`config.mk`:
```
export PLATFORM = sky130hd
export DESIGN_NAME = plane_fetcher_flat
export DESIGN_NICKNAME = d
export VERILOG_FILES = /design/src/rtl/plane_fetcher_if.sv /design/src/rtl/plane_fetcher.sv /design/src/flat_wrapper.sv
export SDC_FILE = /design/constraint.sdc
export NUM_CORES = 1
export LEC_CHECK = 0
export CAP_MARGIN = 20
export CORE_ASPECT_RATIO = 2
export CORE_UTILIZATION = 57
export CTS_CLUSTER_DIAMETER = 100
export CTS_CLUSTER_SIZE = 12
export DETAILED_ROUTE_END_ITERATION = 8
export DONT_BUFFER_PORTS = 1
export PLACE_DENSITY_LB_ADDON = 0.15
export RECOVER_POWER = 25
export SYNTH_ARGS = -nofsm -noshare
export SYNTH_HDL_FRONTEND = slang
export SYNTH_SLANG_ARGS = --single-unit
```
`constraint.sdc`:
```
create_clock -name clk24 -period 3 [get_ports clk24]
set_clock_uncertainty 0.2 [all_clocks]
set_input_delay 0.3 -clock clk24 [delete_from_list [all_inputs] [get_ports clk24]]
set_output_delay 0.3 -clock clk24 [all_outputs]
set_load 0.02 [all_outputs]
```
`src/rtl/plane_fetcher_if.sv`:
```
// Video plane fetch bus: line timing, SRAM slice handshake and pixel outputs.
// master = timing/SRAM side driving the fetcher, slave = the fetcher itself.
interface plane_fetcher_if;
   logic        ce_pixel;
   logic        video_slice;
   logic        pipe_ab;
   logic        line_start;
   logic        line_active;
   logic [7:0]  fb_row;
   logic [7:0]  SRAM_DQ;
   logic [15:0] SRAM_ADDR;
   logic [3:0]  coloridx;
   logic        borderx;
   logic        underrun;

   modport master (
      output ce_pixel, video_slice, pipe_ab, line_start, line_active, fb_row, SRAM_DQ,
      input  SRAM_ADDR, coloridx, borderx, underrun
   );

   modport slave (
      input  ce_pixel, video_slice, pipe_ab, line_start, line_active, fb_row, SRAM_DQ,
      output SRAM_ADDR, coloridx, borderx, underrun
   );
endinterface

```
`src/rtl/plane_fetcher.sv`:
```
// Fetches 4 bitplanes per byte column from SRAM and shifts them out as 4-bit pixels.
// Pixel appears one clk24 after its load edge; a column load with missing planes shows 0s and pulses underrun.
module plane_fetcher #(
   parameter int LEAD    = 64,
   parameter int COLUMNS = 32
) (
   input  logic         clk24,
   input  logic         rst_n,
   plane_fetcher_if.slave bus
);
   localparam int TW = $clog2(LEAD + 8 * COLUMNS + 1) + 1;
   localparam int CW = $clog2(COLUMNS + 1);

   typedef enum logic [1:0] {IDLE, FETCH, FULL, DONE} state_t;

   state_t         r_state, w_next;
   logic [TW-1:0]  r_tick;
   logic [CW-1:0]  r_col;
   logic [1:0]     r_plane;
   logic           r_issued;
   logic [7:0]     r_row;
   logic [7:0]     r_buf [4];
   logic [7:0]     r_sh  [4];
   logic           r_border;
   logic           r_underrun;
   logic [15:0]    r_addr;

   logic           w_fetching;
   logic [TW-1:0]  w_load_tick;
   logic [TW-1:0]  w_tick_next;
   logic           w_load;
   logic           w_last_col;
   logic           w_addr_ph;
   logic           w_data_ph;
   logic           w_in_active;
   logic [4:0]     w_col5;

   assign w_fetching  = (r_state == FETCH) || (r_state == FULL);
   assign w_load_tick = TW'(LEAD - 1) + TW'({r_col, 3'b000});
   assign w_load      = bus.ce_pixel && w_fetching && (r_tick == w_load_tick);
   assign w_last_col  = (r_col == CW'(COLUMNS - 1));
   // A column load owns its edge: slice events landing on it are dropped.
   assign w_addr_ph   = bus.video_slice && !bus.pipe_ab && (r_state == FETCH) && !w_load;
   assign w_data_ph   = bus.video_slice && bus.pipe_ab && r_issued && !w_load;
   assign w_tick_next = (r_tick == '1) ? r_tick : r_tick + 1'b1;
   assign w_in_active = (w_tick_next >= TW'(LEAD)) && (w_tick_next < TW'(LEAD + 8 * COLUMNS));
   assign w_col5      = 5'(r_col);

   always_ff @(posedge clk24) begin
      if (!rst_n) r_state <= IDLE;
      else        r_state <= w_next;
   end

   always_comb begin
      w_next = r_state;
      if (bus.line_start)
         w_next = bus.line_active ? FETCH : IDLE;
      else if (w_load)
         w_next = w_last_col ? DONE : FETCH;
      else if (w_data_ph && (r_plane == 2'd3))
         w_next = FULL;
   end

   always_ff @(posedge clk24) begin
      if (!rst_n) begin
         r_tick     <= '0;
         r_col      <= '0;
         r_plane    <= '0;
         r_issued   <= 1'b0;
         r_row      <= '0;
         r_border   <= 1'b1;
         r_underrun <= 1'b0;
         r_addr     <= '0;
         for (int p = 0; p < 4; p++) begin
            r_buf[p] <= '0;
            r_sh[p]  <= '0;
         end
      end else begin
         r_underrun <= 1'b0;
         if (bus.line_start) begin
            r_row    <= bus.fb_row;
            r_tick   <= '0;
            r_col    <= '0;
            r_plane  <= '0;
            r_issued <= 1'b0;
            r_border <= 1'b1;
            for (int p = 0; p < 4; p++) begin
               r_buf[p] <= '0;
               r_sh[p]  <= '0;
            end
         end else begin
            if (bus.ce_pixel) begin
               r_tick   <= w_tick_next;
               // The border follows the tick count alone so the last column drains in DONE.
               r_border <= (r_state == IDLE) || !w_in_active;
            end
            if (w_load) begin
               for (int p = 0; p < 4; p++)
                  r_sh[p] <= ((r_state == FULL) || (2'(p) < r_plane)) ? r_buf[p] : 8'h00;
               r_plane    <= '0;
               r_issued   <= 1'b0;
               r_col      <= r_col + 1'b1;
               r_underrun <= (r_state == FETCH);
            end else if (bus.ce_pixel) begin
               for (int p = 0; p < 4; p++)
                  r_sh[p] <= {r_sh[p][6:0], 1'b0};
            end
            if (w_addr_ph) begin
               r_addr   <= {1'b1, r_plane, w_col5, r_row};
               r_issued <= 1'b1;
            end
            if (w_data_ph) begin
               r_buf[r_plane] <= bus.SRAM_DQ;
               r_issued       <= 1'b0;
               r_plane        <= r_plane + 1'b1;
            end
         end
      end
   end

   assign bus.SRAM_ADDR = r_addr;
   assign bus.borderx   = r_border;
   assign bus.underrun  = r_underrun;
   assign bus.coloridx  = r_border ? 4'h0 : {r_sh[3][7], r_sh[2][7], r_sh[1][7], r_sh[0][7]};
endmodule
```
`src/flat_wrapper.sv`:
```
// flat-port wrapper written by rule: the top's interface ports become plain ports
module plane_fetcher_flat 
#(
   parameter int LEAD    = 64,
   parameter int COLUMNS = 32
)
  (clk24, rst_n, bus_ce_pixel, bus_video_slice, bus_pipe_ab, bus_line_start, bus_line_active, bus_fb_row, bus_SRAM_DQ, bus_SRAM_ADDR, bus_coloridx, bus_borderx, bus_underrun);
  plane_fetcher_if bus_i ();
  input  logic clk24;
  input  logic rst_n;
  input wire logic [$bits(bus_i.ce_pixel)-1:0] bus_ce_pixel;
  input wire logic [$bits(bus_i.video_slice)-1:0] bus_video_slice;
  input wire logic [$bits(bus_i.pipe_ab)-1:0] bus_pipe_ab;
  input wire logic [$bits(bus_i.line_start)-1:0] bus_line_start;
  input wire logic [$bits(bus_i.line_active)-1:0] bus_line_active;
  input wire logic [$bits(bus_i.fb_row)-1:0] bus_fb_row;
  input wire logic [$bits(bus_i.SRAM_DQ)-1:0] bus_SRAM_DQ;
  output wire logic [$bits(bus_i.SRAM_ADDR)-1:0] bus_SRAM_ADDR;
  output wire logic [$bits(bus_i.coloridx)-1:0] bus_coloridx;
  output wire logic [$bits(bus_i.borderx)-1:0] bus_borderx;
  output wire logic [$bits(bus_i.underrun)-1:0] bus_underrun;
  assign bus_i.ce_pixel = bus_ce_pixel;
  assign bus_i.video_slice = bus_video_slice;
  assign bus_i.pipe_ab = bus_pipe_ab;
  assign bus_i.line_start = bus_line_start;
  assign bus_i.line_active = bus_line_active;
  assign bus_i.fb_row = bus_fb_row;
  assign bus_i.SRAM_DQ = bus_SRAM_DQ;
  assign bus_SRAM_ADDR = bus_i.SRAM_ADDR;
  assign bus_coloridx = bus_i.coloridx;
  assign bus_borderx = bus_i.borderx;
  assign bus_underrun = bus_i.underrun;
  plane_fetcher #(.LEAD(LEAD), .COLUMNS(COLUMNS)) u_core (.clk24(clk24), .rst_n(rst_n), .bus(bus_i));
endmodule
```
==> run metrics <==
synth warn=0; LEAKAGE=0.002255 uW; row count=48; # port buffers=0; required time worst endpoint=around 3000 ps; final worst setup slack=between 150 and 200 ps; largest family of logic cells by synthesized area=simple AND/OR/NAND/NOR gates; number of global-route vias before repair=between 3k and 4k; worst-case vdd ir drop=between 0.4 and 0.5 mV; Synth Area in Compound Gates=6.125%; fin crit period=2818 ps; die footprint=9328 sq um; gp weighted congestion=0.8395; Max-slew headroom=52.06%; Distinct cells, synth=43; post-synthesis adder-cell area fraction=2.460%; status=completed; sequential fraction of the synthesis area=55.69%; unrepaired setup endpoints after global routing=false; clock sink count=111; DIE WIDTH=between 60 and 70 microns; Max Slew Vio Count=0; Total Routing Usage GR=25.12%; final net count=543; CP Capture Type=flop; clk buf depth=2; crit-path max FO=16; Peak Freq=354.9 MHz; initial core utilization=approximately three fifths; Worst Max-Slew Pin Slew=717.6 ps; Post-DRT Antenna Nets=0; dpl hpwl=~7400 microns; Worst path max stage delay=560 ps; Setup violations, final=0; pre-CTS setup slack=approximately 180 ps; max cap viols=0; setup_tns=0 ps; Num CTS Buffers=9; Slowest-stage cell, CP=dlygate4sd3_1; top-area cell type share of the netlist area=36.01%; total grt overflow=0; Avg Cell Area, Syn=10.36 sq um; Area contributors post-synth=edfxtp_1, dfxtp_1, nand3_1; Mapped Cells=491; Worst Hold Class=input port to flop; area leader, netlist=edfxtp_1; I/O pins=45; layout cells sized above 1=under 10%; Total Wirelength=around 11000 microns; critical path class=flop to flop; first-pass GRT wire length=16980 microns; initial antenna violation count=1; DR vias/cell=5.799; Post-Synth XOR/XNOR Area=2.239%; Residual DRC=0; Synth Flop Type=edfxtp_1; crit path cell chain=buf_4 -> o311ai_4 -> nor3_1 -> or4_1 -> o211ai_1 -> buf_6 -> a31oi_1 -> dlygate4sd3_1; worst-skew pair later-pin latency=350 ps; # fillers=around 700; Worst Path Arrival=2850 ps; largest net degree at the start of global routing=about 40; EDFF count, synth=61; core area=8648 sq um; fraction of synthesis flops using an asynchronous set or reset pin=0%; mux contribution to synthesized area=5.314%; Reg clk slew, reported paths=roughly 70 ps; Post-Syn Nets=524; PwrDens=507.2 nW/um^2; CTS H-tree depth=3; fin crit share=93.92%; 1st-iter DRT viols=182; Die H=135.6 microns; flop and latch count out of synthesis=roughly 110; final hold viol count=0; Post-Synthesis Cell Area=5086 sq um; Post-Synth Simple-Gate Area=around 24%; CP Launch Type=flop; P&R area growth vs syn=13.41%; clk root buf=clkbuf_16; TritonCTS clock tree=done; DRT Pass-1 Iters=4; via count=between 3k and 4k; DR WL/cell=17.55 microns
## kinds of logic (layout without fill, tap and decap cells)
family                     count (synthesis)  count (layout)
AOI/OAI and AO/OA                         43              43
xor gates and xnor gates                  13              13
adders and majority gates                 10              10
buffers and inverters                     48              72
DFF                                      111             111
muxes                                     27              27
other                                      0               1
and+or+nand+nor                          239             239
## sequential cells by signal, indices dropped and copies added, names as in the netlist, 2 cells and up
name / count
u_core.r_state: 2
u_core.r_sh: 32
u_core.r_col: 6
u_core.r_row: 8
u_core.r_buf: 32
u_core.r_plane: 2
u_core.r_tick: 10
u_core.bus.SRAM_ADDR: 16
## routing by layer
layer	part of all wire [%]	wire length [microns]	up-vias	global-route usage, %
li1	-	-	1769	-
met1	35	3796	1656	25.19
met2	55	5958	104	43.68
met3	3.7	404	43	5.556
met4	6.0	653	0	17.23
met5	0	0	-	0
## worst max-delay path, delay by kind of cell, from the launching register on
family / cells / cell delay (ps)
AO/OA/AOI/OAI: 3 / 660
buffers and inverters: 3 / 910
flip-flops: 1 / 310
AND/OR/NAND/NOR: 2 / 610
## layout make-up
type	count	area (sq um)	area share [%]
antenna	1	2.502	0.04338
clock buffer	9	225.2	3.905
clock inverter	7	65.06	1.128
inverter	16	60.06	1.041
multi-input combinational	332	2062	35.75
sequential	111	2836	49.18
tap	100	125.1	2.169
timing repair buffer	40	391.6	6.790
## final timing paths
kind	endpoint	cells after the start	from	slack, ps
setup / recovery	u_core.r_state[0]$_SDFFE_PN0P_	8	u_core.r_col[0]$_SDFFE_PP0P_	180
hold reg to reg	u_core.bus.SRAM_ADDR[3]$_SDFFE_PN0P_	2	u_core.r_row[3]$_SDFFE_PN0P_	260
setup reg to reg	u_core.r_state[0]$_SDFFE_PN0P_	8	u_core.r_col[0]$_SDFFE_PP0P_	180
hold / removal	u_core.bus.SRAM_ADDR[15]$_SDFFE_PN0P_	2	rst_n	60
## Yosys cell counts, types with 2 or more instances
cell type / n
or4_1: 2
o21ai_0: 6
nand2_1: 74
dfxtp_1: 50
edfxtp_1: 61
buf_2: 6
nor2_1: 19
a21oi_1: 13
and3_1: 6
a21o_1: 3
or4b_1: 2
a32o_1: 3
buf_6: 3
and4_1: 4
buf_1: 2
a31oi_1: 3
nor3_1: 5
xnor2_1: 6
and2_1: 33
mux2i_1: 27
clkbuf_1: 21
inv_1: 16
nor4_1: 4
nand4_1: 6
ha_1: 10
nor2b_1: 15
nand2b_1: 2
xor2_1: 7
or3_1: 3
a311oi_1: 6
and3b_1: 2
nand3_1: 60
## placed cells by master (no fill, tap or decap), drive strengths merged, types with 15 or more instances in the layout
cell type / count
dfxtp: 50
nor2: 19
dlygate4sd3: 25
mux2i: 27
and2: 33
buf: 15
nand3: 60
nor2b: 15
nand2: 74
edfxtp: 61
inv: 19
## stage by stage
stage	hold WS, ps	utilization (%)	area [sq um]	power [uW]	instances
2_1_floorplan	195.6	-	5104	1750	491
3_3_place_gp	199.5	59.82	5174	1756	570
3_5_place_dp	216.3	59.82	5174	1762	570
4_1_cts	50.83	66.31	5734	2957	612
5_1_grt	58.56	66.70	5768	3026	616
6_report	57.34	66.70	5768	2926	616
## repair_timing
| action | 4_1_cts | 5_1_grt |
|---|---|---|
| hold buffers | 26 | 0 |
| endpoints found under the setup margin | 0 | 59 |
| resized for setup | 0 | 3 |
| setup buffers | 0 | 3 |
| endpoints found under the hold margin | 62 | 0 |
## power by group
| part | total, uW | leakage (uW) | switching (uW) | internal (uW) |
|---|---|---|---|---|
| sequential | 1660 | 0.00110 | 17.4 | 1640 |
| clock | 1150 | 0.000134 | 567 | 582 |
| combinational | 120 | 0.00102 | 69.0 | 51.1 |
| total | 2930 | 0.00226 | 654 | 2270 |
Note: power is estimated with default switching activity, not from simulation.
